## src/rtl/fft_pkg.sv

```systemverilog
// fft_pkg
// Types and constants shared by the 32-point FFT host controller and the
// code around it.
//   FFT_WIDTH    : default sample / component width in bits
//   FFT_N_2      : default log2 of the frame length
//   N            : default frame length (1 << FFT_N_2)
//   cplx_t       : packed complex word {re, im}, re in the upper half
//   host_state_t : frame controller state encoding
package fft_pkg;

  localparam int FFT_WIDTH = 16;
  localparam int FFT_N_2   = 5;
  localparam int N         = 1 << FFT_N_2;

  typedef struct packed {
    logic signed [FFT_WIDTH-1:0] re;
    logic signed [FFT_WIDTH-1:0] im;
  } cplx_t;

  typedef enum logic [2:0] {
    S_FILL,
    S_LOAD,
    S_START,
    S_WAIT,
    S_CAPTURE,
    S_DRAIN
  } host_state_t;

endpackage

```

## src/rtl/fft_frame_buf.sv

```systemverilog
// fft_frame_buf
// Simple dual-port frame buffer: one write port and one read port with a
// registered read. Read data appears the cycle after rd_en is sampled and
// holds while rd_en is low. A same-address read and write returns the old word.
//   clk     : clock
//   wr_en   : write strobe
//   wr_addr : write address
//   wr_data : write data
//   rd_en   : read enable (updates rd_data)
//   rd_addr : read address
//   rd_data : registered read data
module fft_frame_buf #(
  parameter int ADDR_W = 5,
  parameter int DATA_W = 16
) (
  input  logic              clk,
  input  logic              wr_en,
  input  logic [ADDR_W-1:0] wr_addr,
  input  logic [DATA_W-1:0] wr_data,
  input  logic              rd_en,
  input  logic [ADDR_W-1:0] rd_addr,
  output logic [DATA_W-1:0] rd_data
);

  logic [DATA_W-1:0] mem [0:(1<<ADDR_W)-1];

  always_ff @(posedge clk) begin
    if (wr_en) begin
      mem[wr_addr] <= wr_data;
    end
    if (rd_en) begin
      rd_data <= mem[rd_addr];
    end
  end

endmodule

```

## src/rtl/fft_frame_host.sv

```systemverilog
// fft_frame_host
// Host-side controller for the FFT core. It buffers one frame of real
// samples from a valid/ready stream, bursts the frame into the core, pulses
// start, and captures the N result words while fft_done is high. It then
// replays them on a valid/ready output stream. One frame is in flight at a time.
//   clk, reset                 : clock, synchronous active-low reset
//   s_valid/s_ready/s_data     : input sample stream
//   m_valid/m_ready/m_data     : output stream, m_data = {re, im}
//   m_last                     : marks word N-1
//   fft_reset                  : active-high reset to the core
//   fft_load/fft_rd            : core load strobe and sample
//   fft_start                  : core start strobe
//   fft_wd/fft_done            : core result word and result-valid level
//   timeout                    : one-cycle pulse when a frame is aborted
//   busy                       : high outside FILL
module fft_frame_host
  import fft_pkg::*;
#(
  parameter int WIDTH   = FFT_WIDTH,
  parameter int N_2     = FFT_N_2,
  parameter int TIMEOUT = 1024
) (
  input  logic               clk,
  input  logic               reset,
  input  logic               s_valid,
  output logic               s_ready,
  input  logic [WIDTH-1:0]   s_data,
  output logic               m_valid,
  input  logic               m_ready,
  output logic [2*WIDTH-1:0] m_data,
  output logic               m_last,
  output logic               fft_reset,
  output logic               fft_load,
  output logic [WIDTH-1:0]   fft_rd,
  output logic               fft_start,
  input  logic [2*WIDTH-1:0] fft_wd,
  input  logic               fft_done,
  output logic               timeout,
  output logic               busy
);

  localparam int NF = 1 << N_2;
  localparam int TW = $clog2(TIMEOUT + 1);
  localparam logic [N_2-1:0] LAST_IDX = N_2'(NF - 1);
  localparam logic [N_2-1:0] PEN_IDX  = N_2'(NF - 2);
  // The abort pulse is armed one count early so the registered pulse lines
  // up with the cycle in which the count reads TIMEOUT-1.
  localparam logic [TW-1:0]  TO_ARM   = TW'(TIMEOUT - 2);

  host_state_t        state;
  logic [N_2-1:0]     cnt;
  logic [TW-1:0]      tcnt;
  logic               load_reg;
  logic               start_reg;
  logic               valid_reg;
  logic               last_reg;
  logic               timeout_reg;
  logic               fft_reset_reg;

  logic               s_fire;
  logic               m_fire;
  logic               out_wr;
  logic               out_rd_en;
  logic [N_2-1:0]     in_rd_addr;
  logic [N_2-1:0]     out_rd_addr;
  logic [WIDTH-1:0]   in_rd_data;
  logic [2*WIDTH-1:0] out_rd_data;

  assign s_ready = (state == S_FILL) && reset;
  assign s_fire  = s_valid && s_ready;
  assign m_fire  = valid_reg && m_ready;

  // A result word is stored on any done cycle in CAPTURE, and on the first
  // done cycle in WAIT unless that frame is already being aborted.
  assign out_wr = reset && fft_done &&
                  (((state == S_WAIT) && !timeout_reg) || (state == S_CAPTURE));

  // Prefetch: outside LOAD the read port sits on word 0, so word 0 is
  // already in the read register on the first LOAD cycle. Inside LOAD it
  // runs one address ahead of cnt.
  assign in_rd_addr  = (state == S_LOAD) ? cnt + 1'b1 : '0;
  assign out_rd_addr = (state == S_DRAIN) ? cnt + 1'b1 : '0;
  // The output read register freezes while the consumer stalls, so m_data holds.
  assign out_rd_en   = (state != S_DRAIN) || m_fire;

  fft_frame_buf #(.ADDR_W(N_2), .DATA_W(WIDTH)) in_buf (
    .clk     (clk),
    .wr_en   (s_fire),
    .wr_addr (cnt),
    .wr_data (s_data),
    .rd_en   (1'b1),
    .rd_addr (in_rd_addr),
    .rd_data (in_rd_data)
  );

  fft_frame_buf #(.ADDR_W(N_2), .DATA_W(2*WIDTH)) out_buf (
    .clk     (clk),
    .wr_en   (out_wr),
    .wr_addr (cnt),
    .wr_data (fft_wd),
    .rd_en   (out_rd_en),
    .rd_addr (out_rd_addr),
    .rd_data (out_rd_data)
  );

  always_ff @(posedge clk) begin
    if (!reset) begin
      state         <= S_FILL;
      cnt           <= '0;
      tcnt          <= '0;
      load_reg      <= 1'b0;
      start_reg     <= 1'b0;
      valid_reg     <= 1'b0;
      last_reg      <= 1'b0;
      timeout_reg   <= 1'b0;
      fft_reset_reg <= 1'b0;
    end else begin
      case (state)
        S_FILL: begin
          if (s_fire) begin
            if (cnt == LAST_IDX) begin
              state    <= S_LOAD;
              cnt      <= '0;
              load_reg <= 1'b1;
            end else begin
              cnt <= cnt + 1'b1;
            end
          end
        end
        S_LOAD: begin
          if (cnt == LAST_IDX) begin
            state     <= S_START;
            cnt       <= '0;
            load_reg  <= 1'b0;
            start_reg <= 1'b1;
          end else begin
            cnt <= cnt + 1'b1;
          end
        end
        S_START: begin
          state     <= S_WAIT;
          start_reg <= 1'b0;
          tcnt      <= '0;
        end
        S_WAIT: begin
          if (timeout_reg) begin
            state         <= S_FILL;
            timeout_reg   <= 1'b0;
            fft_reset_reg <= 1'b0;
          end else if (fft_done) begin
            state <= S_CAPTURE;
            cnt   <= N_2'(1);
          end else begin
            tcnt <= tcnt + 1'b1;
            if (tcnt == TO_ARM) begin
              timeout_reg   <= 1'b1;
              fft_reset_reg <= 1'b1;
            end
          end
        end
        S_CAPTURE: begin
          if (fft_done) begin
            if (cnt == LAST_IDX) begin
              state     <= S_DRAIN;
              cnt       <= '0;
              valid_reg <= 1'b1;
            end else begin
              cnt <= cnt + 1'b1;
            end
          end
        end
        S_DRAIN: begin
          if (m_fire) begin
            if (cnt == LAST_IDX) begin
              state     <= S_FILL;
              cnt       <= '0;
              valid_reg <= 1'b0;
              last_reg  <= 1'b0;
            end else begin
              cnt      <= cnt + 1'b1;
              last_reg <= (cnt == PEN_IDX);
            end
          end
        end
        default: state <= S_FILL;
      endcase
    end
  end

  // Every output is forced to its reset value in any cycle where reset is low.
  assign fft_load  = load_reg && reset;
  assign fft_rd    = (load_reg && reset) ? in_rd_data : '0;
  assign fft_start = start_reg && reset;
  assign m_valid   = valid_reg && reset;
  assign m_data    = (valid_reg && reset) ? out_rd_data : '0;
  assign m_last    = last_reg && reset;
  assign timeout   = timeout_reg && reset;
  assign fft_reset = fft_reset_reg || !reset;
  assign busy      = (state != S_FILL) && reset;

endmodule

```

## config.mk

```make
export PLATFORM = sky130hd
export DESIGN_NAME = fft_frame_host
export DESIGN_NICKNAME = d
export VERILOG_FILES = /design/src/rtl/fft_pkg.sv /design/src/rtl/fft_frame_buf.sv /design/src/rtl/fft_frame_host.sv
export SDC_FILE = /design/constraint.sdc
export NUM_CORES = 2
export LEC_CHECK = 0
export BUFFER_PORTS_ARGS = -buffer_cell sky130_fd_sc_hd__buf_2
export CAP_MARGIN = 20
export CORE_ASPECT_RATIO = 0.6
export CORE_MARGIN = 1.5
export CORE_UTILIZATION = 60
export CTS_CLUSTER_DIAMETER = 150
export DETAILED_ROUTE_END_ITERATION = 7
export PLACE_DENSITY = 0.81
export SYNTH_ARGS = -nofsm -noshare
export SYNTH_HDL_FRONTEND = slang
export SYNTH_SLANG_ARGS = --single-unit
```

## constraint.sdc

```tcl
create_clock -name clk -period 7.6 [get_ports clk]
set_input_delay 0.76 -clock clk [delete_from_list [all_inputs] [get_ports clk]]
set_output_delay 0.76 -clock clk [all_outputs]
set_load 0.05 [all_outputs]
```

; After elaboration in Yosys (flattened, before gate mapping)
; Memory sizes are Yosys's and may differ from the RTL's. A register that Yosys moved wholly into a read port is not among the register bits.
; Index checks and enable logic that the tools add are counted.
[classes]
eq_ne = 21
muxes = 43
add_sub_neg = 2
reduce_logical = 33
[op_table]
columns = op, count
row1 = $mux W5, 8
row2 = $mux W32, 1
row3 = $mux W3, 9
row4 = $pmux W5 S5, 1
row5 = $mux W11, 2
row6 = $pmux W11 S2, 1
row7 = $pmux W3 S6, 1
row8 = $mux W1, 16
row9 = $mux W16, 1
row10 = $logic_and A1 B1 Y1, 12
row11 = $ne A2 B1 Y1 const B, 6
row12 = $add A11 B1 Y11 const B, 1
row13 = $eq A11 B10 Y1 const B, 1
row14 = $eq A5 B5 Y1 const B, 2
row15 = $ne A2 B2 Y1 const B, 5
row16 = $reduce_bool A2 Y1, 5
row17 = $reduce_and A8 Y1, 1
row18 = $eq A3 B2 Y1 const B, 2
row19 = $eq A3 B3 Y1 const B, 2
row20 = $ne A3 B3 Y1 const B, 2
row21 = $pmux W1 S2, 3
row22 = $reduce_and A3 Y1, 2
row23 = $reduce_and A6 Y1, 1
row24 = $add A5 B1 Y5 const B, 1
row25 = other kinds (9), 13
[totals]
ff_bits = 25
inputBits = 53
mem_count = 2
wordCells = 110
ram_bits = 1536
[mem_list]
columns = memory, depth, width, rd, rd_ports_with_merged_regs, wr, line
row1 = out_buf.mem, 32, 32, 1, 1, 1, fft_frame_buf.sv:25  ; logic [DATA_W-1:0] mem [0:(1<<ADDR_W)-1];
row2 = in_buf.mem, 32, 16, 1, 1, 1, fft_frame_buf.sv:25

; Depth between registers and ports, before layout
[depth]
ltp_word = 6
mapped_depth = 16
mapped_depth_nobuf = 8

; Cells and area by module
; Synthesis repeated with hierarchy kept, for this count alone.
[hier_totals]
cells_unflattened = 3651
hier_area_um2 = 63299.5
[by_module_without_submodules]
columns = mod, area_each_um2, seq_area_each_um2, n_inst, cells_per_inst
row1 = fft_frame_buf (out_buf), 40805.4, 31710.4, 1, 2260
row2 = fft_frame_buf (in_buf), 20694.8, 15855.2, 1, 1143
row3 = fft_frame_host, 1799.2, 500.5, 1, 248

; Worst setup path after synthesis
; Ideal clock, no wire load.
[synth_path]
path_type = register -> register
startpoint = reg state[0]
endpoint = mem out_buf.mem[7][0] (netlist name), enable pin
path_slack_ps = 3371
path_stages_with_launch = 9
t_arrival_ps = 3768
path_buffers = 2
setup_time_ps = 461
path_cell_list = dfxtp_1 > clkbuf_2 > nor2b_1 > nand2_1 > o2bb2ai_1 > and3_1 > clkbuf_1 > nand3_1 > nor3_1
[synth_between]
elab_chain_cells = 6
elab_cells_between_ends = 7
[synth_lines]
columns = element, line
row1 = start: declaration, fft_frame_host.sv:50  ; host_state_t state;
row2 = start signal: assignment, fft_frame_host.sv:108  ; state <= S_FILL;
row3 = start signal: assignment, fft_frame_host.sv:122  ; state <= S_LOAD;
row4 = start signal: assignment, fft_frame_host.sv:132  ; state <= S_START;
row5 = $eq A3 B2 Y1, fft_frame_host.sv:76  ; (((state == S_WAIT) && !timeout_reg) || (state == S_CAPTURE));
row6 = $logic_and A1 B1 Y1, fft_frame_host.sv:76
row7 = $logic_or A1 B1 Y1 *, fft_frame_host.sv:76
row8 = $logic_and A1 B1 Y1 *, fft_frame_host.sv:75  ; assign out_wr = reset && fft_done &&
row9 = $mux W1 *, fft_frame_buf.sv:28  ; if (wr_en) begin
row10 = $mux W1 (not written as such) *, fft_frame_buf.sv:29  ; mem[wr_addr] <= wr_data;
row11 = end: declaration, fft_frame_buf.sv:25
; Every way passes the cells marked *; elsewhere a longest branch is shown, timed or not.

; Worst setup path after layout
[layout_path]
startpoint = reg cnt[0]
endpoint = reg out_buf.rd_data[1], read port of out_buf.mem, data pin
[layout_between]
elab_chain_cells = 2
[layout_lines]
columns = element, line
row1 = start: declaration, fft_frame_host.sv:51  ; logic [N_2-1:0] cnt;
row2 = start signal: assignment, fft_frame_host.sv:126  ; cnt <= cnt + 1'b1;
row3 = start signal: assignment, fft_frame_host.sv:137  ; cnt <= cnt + 1'b1;
row4 = start signal: assignment, fft_frame_host.sv:168  ; cnt <= cnt + 1'b1;
row5 = $add A5 B1 Y5, fft_frame_host.sv:82  ; assign out_rd_addr = (state == S_DRAIN) ? cnt + 1'b1 : '0;
row6 = $mux W5, fft_frame_host.sv:82
row7 = end: declaration, fft_frame_buf.sv:22  ; output logic [DATA_W-1:0] rd_data
; Every way passes these cells.
; A chain may end at the register's enable or synchronous reset.

==> out/metrics.cfg <==
[outcome]
status = complete, no violations

[worst_hold_path]
hp-class = input pin to flip-flop

[critical_path]
path_class = flip-flop to flip-flop
critPathMaxFanout = 64
crit_path_start_kind = flip-flop
end_kind = flip-flop
arrival_ns = 5.30
crit_required_ns = 8.17

[clock_network]
post-cts-setup-buffer-count = 0
cts-resized-gates = 0
cts.sinks = 1609
cts_hold_buf = 0
clockRootBuffer = clkbuf_16
clk_latency_ns = 0.79
h-tree-depth = 4
cts_max_path_buffers = 3
numCtsBuffers = 140
clk_pin_slew_worst_paths_ns = 0.07
cts_tree = yes

[power]
ir_drop_mv = 0.224
clkPwrFrac_pct = 40.7
p_int_uw = 13500
seqPwrFrac_pct = 57.2
power_density_nw_per_um2 = 240
p_sw_uw = 3500
swShare_pct = 20.6
total_leakage_power_uw = 0.0237
combPwrFrac_pct = 2.1

[routing]
vias = 40200
highest_layer = met5
avgRoutedWirePerCell_um = 30.4
drc = 0
ant_nets = 0
drt-initial-drc-count = 7614
drt-total-wl_mm = 176
drt_pass1_iterations = 7
viasPerCell = 6.95
dr_wl_met2_mm = 73.5
wl_met1_mm = 66.8
routed-wl-met3_mm = 31.2

[synthesis]
yosys_most_used_dff = edfxtp_1
syn_inst = 4208
yosysSeqAreaShare_pct = 74.5
syn_area_um2 = 64300
async_reset_ff_share_pct = 0
yosys_warnings = 0
synth_most_common_cell = edfxtp_1
synth_area_leader_cell = edfxtp_1
synth_fp_nets = 4269
synth_common_cells = 1,568 x edfxtp_1, 471 x nand2_1, 303 x nand3_1
synth_top_area_share_pct = 73.3
synth-edff-count = 1568
synth_area_leaders = edfxtp_1 73%, mux2i_1 3.2%, nand2_1 2.8%
ys_ff_latch = 1609
synthDistinctLibCells = 70
syn_area_per_cell_um2 = 15.3

[grt]
antenna_found_initial = 21
track_usage_pct = 31.9
grt_pass1_wl_mm = 253
grt_overflow = 0
grt_max_degree = 165
grt_pass1_vias = 37300

[sta]
worst_slew_pin_slew_ns = 1.20
setup_slack_ns = 2.87
setup_tns_ns = 0
holdWs_ns = 0.409
hold_viol = 0
timing.slew.headroom_pct = 20.1
slew_viol_final = 0
fmax_ghz = 0.212
grt_setup_unrepaired = false
post-route-min-period_ns = 4.73
finalSetupViolCount = 0
min_period_over_period_pct = 62.2
skew_ns = 0.0299

[layout]
stdcell_area_um2 = 71000
top_register = out_buf.mem
fillCellCount = 6615
fin_nets = 4321
drive_gt1_share_pct = 13.4
area_growth_pct = 10.5
regArea_um2 = 47900
largest_reg_flops = 1024
top_regs = out_buf.mem x1024, in_buf.mem x512, out_buf.rd_data x32
multi_input_area_um2 = 15300

[die]
ios = 109
chipWidth_um = 425
dieArea_um2 = 109000
die_y_um = 257
rows = 92
core_area_um2 = 106000
start_util_pct = 60.9

[placed_design]
place_area_um2 = 66600
dp_slack_ns = 3.00
hpwl_mm = 95.0
gp_congestion = 0.863
port_buffers = 108

[flow_run]
cap_violations = 0

## worst max-delay path, cell delays in order, from the launching register on
cell and delay, ns:
dfxtp_4 0.97, ha_1 0.53, and3_1 0.25, ha_2 0.42
and2_4 0.76, buf_4 0.45, mux4_2 0.57, a32o_1 0.22
a221oi_1 0.24
## cell type report
type	instances	share of cell area [%]
timing repair buffer	233	2.20
inverter	10	0.0634
clock inverter	73	0.881
multi-input combinational	2266	21.6
tap	1410	2.48
sequential	1609	67.5
antenna	8	0.0282
clock buffer	181	5.28
## final timing paths
path / startpoint / to / slack [ns] / cells after the start
setup / recovery: cnt[0] / out_buf.rd_data[1] / 2.87 / 8
hold / removal: m_ready / valid_reg / 0.41 / 5
setup reg to reg: cnt[0] / out_buf.rd_data[1] / 2.87 / 8
hold reg to reg: tcnt[10] / tcnt[10] / 0.49 / 2
## per-layer routing
metal  up-vias  track usage [%]
met2      3440             42.4
met4         8             9.67
li1      16600                -
met1     19900             49.2
met5         -                0
met3       347             11.7
## layout by cell type, fill, tap and decap left out, types with 34 or more instances in the layout
cell type and count:
a211oi_1 44, a21oi_1 51, a2bb2oi_1 47, a31oi_1 48
a32o_1 45, and3_1 84, buf_2 108, buf_4 116
clkbuf_1 34, clkbuf_16 142, dfxtp_1 40, edfxtp_1 1568
mux2i_1 206, mux4_2 52, nand2_1 468, nand3_1 303
nor2_1 120, nor2_4 34, nor2b_1 34, o211ai_1 211
o21ai_0 73, o22ai_1 37, or3_1 143
## power by group through the flow
stage	Clock [uW]	Combinational, uW	Sequential [uW]
2_1_floorplan	0	169	9930
3_3_place_gp	0	337	9940
3_5_place_dp	0	351	9940
4_1_cts	6930	354	9750
5_1_grt	7280	386	9740
6_report	6940	364	9750
## through the flow
| step | instances | utilization [%] | total power, uW |
|---|---|---|---|
| 2_1_floorplan | 4208 | - | 10100 |
| 3_3_place_gp | 5523 | 63.1 | 10300 |
| 3_5_place_dp | 5524 | 63.1 | 10300 |
| 4_1_cts | 5778 | 67.2 | 17000 |
| 5_1_grt | 5786 | 67.3 | 17400 |
| 6_report | 5790 | 67.3 | 17000 |
## logic make-up after synthesis
family | Yosys count | share of synthesized area [%]
multiplexers | 287 | 5.54
buffers and inverters | 333 | 2.18
AO/OA/AOI/OAI | 686 | 7.99
adder cells (fa/ha/maj) | 8 | 0.156
AND/OR/NAND/NOR | 1276 | 9.46
XOR/XNOR | 9 | 0.123
flip-flops | 1609 | 74.5
Power figures use the tool's default switching activity.
